[src/rtl/jump_encoder.sv]
`default_nettype none
// ============================================================================
// Module   : jump_encoder
// Purpose  : Re-encodes an absolute jump target as a MIPS J/JAL word, flagging
//            misaligned and out-of-region targets. Two-stage valid/ready pipe.
// Options  : JUMP_ENCODER_DROP_ERR_EN - swallow errored entries at stage 2.
// Revision : 1.0 - initial release
// ============================================================================
module jump_encoder #(
    parameter logic [5:0] OP_J   = 6'h02,
    parameter logic [5:0] OP_JAL = 6'h03,
    parameter int         CNT_W  = 8
) (
    input  logic             clk,
    input  logic             rst_n,
    input  logic             flush,
    input  logic             in_valid,
    output logic             in_ready,
    input  logic [31:0]      in_pc,
    input  logic [31:0]      in_target,
    input  logic             in_link,
    output logic             out_valid,
    input  logic             out_ready,
    output logic [31:0]      out_instr,
    output logic             out_err_align,
    output logic             out_err_region,
    output logic [CNT_W-1:0] err_count
);

    logic             s1_valid_q, s1_valid_d;
    logic [5:0]       s1_op_q;
    logic [25:0]      s1_idx_q;
    logic             s1_ea_q;
    logic             s1_er_q;

    logic             s2_valid_q, s2_valid_d;
    logic [31:0]      s2_instr_q;
    logic             s2_ea_q;
    logic             s2_er_q;

    logic [CNT_W-1:0] cnt_q, cnt_d;

    logic [31:0]      w_pc4;
    logic             w_unused_pc4_lo;
    logic             w_in_ea;
    logic             w_in_er;
    logic             w_s2_err;
    logic             w_s2_pop;
    logic             w_s2_load;
    logic             w_s1_load;
    logic             w_out_valid;
    logic             w_cnt_evt;

    // The region is taken from PC+4 (delay slot), wrapping modulo 2^32.
    assign w_pc4           = in_pc + 32'd4;
    assign w_unused_pc4_lo = ^w_pc4[27:0];
    assign w_in_ea         = |in_target[1:0];
    assign w_in_er         = in_target[31:28] != w_pc4[31:28];

    assign w_s2_err = s2_ea_q | s2_er_q;

`ifdef JUMP_ENCODER_DROP_ERR_EN
    // Errored entries leave stage 2 on their own, independent of the consumer.
    assign w_s2_pop    = s2_valid_q & (out_ready | w_s2_err);
    assign w_out_valid = s2_valid_q & ~w_s2_err;
    assign w_cnt_evt   = s2_valid_q & w_s2_err;
`else
    assign w_s2_pop    = s2_valid_q & out_ready;
    assign w_out_valid = s2_valid_q;
    assign w_cnt_evt   = w_s2_pop & w_s2_err;
`endif

    assign w_s2_load = s1_valid_q & (~s2_valid_q | w_s2_pop);
    assign in_ready  = ~s1_valid_q | w_s2_load;
    assign w_s1_load = in_valid & in_ready;

    assign out_valid      = w_out_valid;
    assign out_instr      = s2_instr_q;
    assign out_err_align  = s2_ea_q & w_out_valid;
    assign out_err_region = s2_er_q & w_out_valid;
    assign err_count      = cnt_q;

    always_comb begin
        s1_valid_d = s1_valid_q;
        s2_valid_d = s2_valid_q;
        cnt_d      = cnt_q;

        // Flush wins over any load, including a same-cycle accept.
        if (flush) begin
            s1_valid_d = 1'b0;
            s2_valid_d = 1'b0;
        end else begin
            if (w_s1_load) begin
                s1_valid_d = 1'b1;
            end else if (w_s2_load) begin
                s1_valid_d = 1'b0;
            end

            if (w_s2_load) begin
                s2_valid_d = 1'b1;
            end else if (w_s2_pop) begin
                s2_valid_d = 1'b0;
            end

            if (w_cnt_evt && (cnt_q != {CNT_W{1'b1}})) begin
                cnt_d = cnt_q + CNT_W'(1);
            end
        end
    end

    always_ff @(posedge clk or negedge rst_n) begin
        if (!rst_n) begin
            s1_valid_q <= 1'b0;
            s1_op_q    <= 6'd0;
            s1_idx_q   <= 26'd0;
            s1_ea_q    <= 1'b0;
            s1_er_q    <= 1'b0;
            s2_valid_q <= 1'b0;
            s2_instr_q <= 32'd0;
            s2_ea_q    <= 1'b0;
            s2_er_q    <= 1'b0;
            cnt_q      <= '0;
        end else begin
            s1_valid_q <= s1_valid_d;
            s2_valid_q <= s2_valid_d;
            cnt_q      <= cnt_d;
            if (w_s1_load) begin
                s1_op_q  <= in_link ? OP_JAL : OP_J;
                s1_idx_q <= in_target[27:2];
                s1_ea_q  <= w_in_ea;
                s1_er_q  <= w_in_er;
            end
            if (w_s2_load) begin
                s2_instr_q <= {s1_op_q, s1_idx_q};
                s2_ea_q    <= s1_ea_q;
                s2_er_q    <= s1_er_q;
            end
        end
    end

endmodule
`default_nettype wire

[config.mk]
export PLATFORM = sky130hd
export DESIGN_NAME = jump_encoder
export DESIGN_NICKNAME = d
export VERILOG_FILES = /design/src/rtl/jump_encoder.sv
export SDC_FILE = /design/constraint.sdc
export NUM_CORES = 1
export LEC_CHECK = 0
export CORE_MARGIN = 2
export CORE_UTILIZATION = 43
export CTS_CLUSTER_SIZE = 40
export DETAILED_ROUTE_END_ITERATION = 8
export HOLD_SLACK_MARGIN = 0.1
export PLACE_DENSITY = 0.83
export SYNTH_ARGS = -nofsm -noshare
export SYNTH_HDL_FRONTEND = slang
export SYNTH_SLANG_ARGS = --single-unit
[constraint.sdc]
create_clock -name clk -period 2.1 [get_ports clk]
set_clock_uncertainty 0.2 [all_clocks]
set_input_delay 0.42 -clock clk [delete_from_list [all_inputs] [get_ports clk]]
set_output_delay 0.42 -clock clk [all_outputs]
set_load 0.01 [all_outputs]
==> impl_metrics.yaml <==
status:
  status: "finished, final reports clean"
synth:
  synthSimpleGateAreaFrac: 0.0909
  async_flop_share: 1.00
  synth_ff_type: "dfrtp_1"
  yosysUniqueCellTypes: 30
  yosysTopAreaCellShare: 0.603
  synth_top_area_cell: "dfrtp_1"
  synth_edf_count: 0
  synth_top_family_by_area: "multiplexers"
  synth_xor_area_frac: 0.0332
  ys_seq_elements: 70
  synth_compound_area_frac: 0.0194
  synth_cells: 204
  avgSynthCellArea_um2: 14.2
  ys_warn_count: 0
  netlist_top_cells_area: "dfrtp_1, mux2_2, xnor2_1"
  yosysSeqAreaShare: 0.603
  synthAdderAreaFrac: 0.00431
  syn_area_mm2: 0.00291
  synth_mux_area_frac: 0.225
detailed_routing:
  routed.top_layer: "met4"
  ant_nets: 0
  wl_met3_um: 446
  wl_met2_mm: 3.10
  dr.first_iter.drc_count: 34
  wl_met1_mm: 2.44
  dr.pass1.iters: 4
  routedWlPerCell_um: 14.8
  dr_total_vias: 2059
  finalWirelength_mm: 6.08
  viasPerCell: 5.01
  drc: 0
cells_and_area:
  final-seq-area_mm2: 0.00175
  syn_to_final_growth_pct: 52.8
  final_core_util: 0.688
  antennaDiodeCount: 0
  fillerInstances: 485
  multi_input_area_mm2: 0.00110
  postLayoutCellArea_mm2: 0.00444
  final_nets: 400
  mostFrequentLayoutCell: "clkdlybuf4s50_1"
  mostFrequentLayoutCells: "clkdlybuf4s50_1, dfrtp_1, mux2_2"
  drive_gt1_frac: 0.284
sta:
  post-route-period-util: 0.975
  slew_viol_final: 0
  setup_viol: 0
  layout_setup_ws_ns: 0.0519
  rsz0062_at_grt: "no"
  period_minus_slack_ns: 2.05
  timing.fmax_mhz: 488
  hold_viol_final: 0
  setup_tns_ns: 0
  relSlewSlack: 0.664
  tightest_slew_ns: 0.505
clock_network:
  cts_tree: "yes"
  root_buffer: "clkbuf_8"
  cts.reportedPaths.clkPinSlew_ns: 0.07
  cts_buffer_depth: 2
  htree_levels: 3
  numCtsBuffers: 9
  clock_latency_ns: 0.34
  numClockSinks: 70
global_routing:
  antenna_found_initial: 0
  overflow: 0
  grt_max_degree: 34
  grt_pass1_vias: 2146
  track_usage: 0.174
  grt_pass1_wl_mm: 9.95
critical_path:
  crit_chain: "clkdlybuf4s50_1, nor2b_2, nand2_2, dlygate4sd2_1"
  end_kind: "output pin"
  crit_family: "buffers and inverters"
  r2r_setup_slack_ns: 0.25
  cp_max_fo: 3
  cp.arrival_ns: 1.43
  reg2regPathDepth: 5
  reg2reg_to: "err_count[1]$_DFFE_PN0P_"
  crit_path_max_incr_delay_ns: 0.45
  r2r_start: "err_count[0]$_DFFE_PN0P_"
  worstPathRequired_ns: 1.48
  critPathSlowestCell: "clkdlybuf4s50_1"
  path_class: "input pin to output pin"
  worst-path-buf-inv: 2
  crit_path_start_kind: "input pin"
run:
  drv_cap: 0
die:
  pin_count: 114
  fp.dieH_um: 86.2
  dieArea_mm2: 0.00743
  row_count: 29
  initial_utilization: 0.450
  core_area_mm2: 0.00646
  die_w_um: 86.2
hold_path:
  hp-class: "flop to flop"
  min_path_cells: 1
  hold_path.startpoint: "s1_op_q[1]$_DFFE_PN0P_"
  min_to: "s1_op_q[1]$_DFFE_PN0P_"
power:
  p_leak_uw: 0.00190
  power_density_mw_per_mm2: 854
  ir_drop_mv: 0.509
placement:
  pre_cts_slack_ns: -0.411
  placed_cell_area_mm2: 0.00418
  port_buffers: 107
  gp_congestion: 0.718
  hpwlAfterDp_mm: 4.55
flip-flops by register name (all words and copies together) (netlist names):
signal,count
s2_ea_q,1
s1_op_q,2
s1_er_q,1
s1_ea_q,1
err_count,8
out_instr,28
s2_er_q,1
s1_idx_q,26
out_valid,1
s1_valid_q,1
cell usage after synthesis, types with 2 or more instances:
cell type / number
dfrtp_1: 70
mux2_2: 58
xnor2_1: 9
nand2_1: 8
nand4_1: 8
buf_2: 6
nor2_1: 6
and3_1: 4
buf_4: 4
and2_1: 3
o21ai_0: 3
inv_1: 2
nand2b_1: 2
nand3_1: 2
nor2b_1: 2
nor3b_1: 2
xor2_1: 2
power breakdown:
group	switching [uW]	total (uW)	internal (uW)
clock network	496	1230	733
registers	129	1690	1560
logic	302	873	570
total	928	3790	2870
cells by family (layout without fill, tap and decap cells):
logic type,after synthesis,count (layout)
compound gates,8,8
xor+xnor,11,11
fa+ha+maj,1,1
buf+inv,12,139
flops,70,70
mux,58,58
other cells,1,4
simple gates,43,43
final cells by class:
| cell class | count | share of cell area |
|---|---|---|
| inverters | 2 | 0.00169 |
| well taps | 77 | 0.0217 |
| repair buffers | 121 | 0.281 |
| flip-flops and latches | 70 | 0.394 |
| multi-input cells | 125 | 0.249 |
| clock inverters | 5 | 0.0183 |
| clock buffers | 11 | 0.0341 |
timing repair:
action / CTS / global route
resized for setup: 11 / 5
setup buffers: 1 / 1
setup endpoints to repair: 2 / 2
endpoints found under the hold margin: 17 / 0
hold buffers: 1 / 0
pin swaps: 6 / 5
through the flow:
step	hold WS (ns)	power [uW]	cells
after CTS	0.272	3850	410
after global placement	0.199	2570	392
final	0.267	3790	411
after global routing	0.305	3980	411
after detailed placement	0.209	2600	392
after floorplan	-0.0756	2040	207
per-layer routing:
| metal | vias to the layer above | track usage |
|---|---|---|
| met4 | 0 | 0.0696 |
| met5 | - | 0 |
| met2 | 90 | 0.294 |
| met3 | 11 | 0.0552 |
| li1 | 968 | - |
| met1 | 990 | 0.207 |
worst max path at each step:
| stage | to | slack, ns | cells past startpoint | from |
|---|---|---|---|---|
| after global placement | s1_er_q$_DFFE_PN0P_ | -0.35 | 7 | in_pc[19] |
| after detailed placement | s1_er_q$_DFFE_PN0P_ | -0.41 | 7 | in_pc[19] |
| after CTS | s1_er_q$_DFFE_PN0P_ | 0.008 | 7 | in_pc[16] |
| after floorplan | s1_er_q$_DFFE_PN0P_ | 0.12 | 6 | in_pc[19] |
| after global routing | in_ready | 0.008 | 4 | out_ready |
| final | in_ready | 0.05 | 4 | out_ready |
No activity file was read; power rests on OpenSTA's default activity.
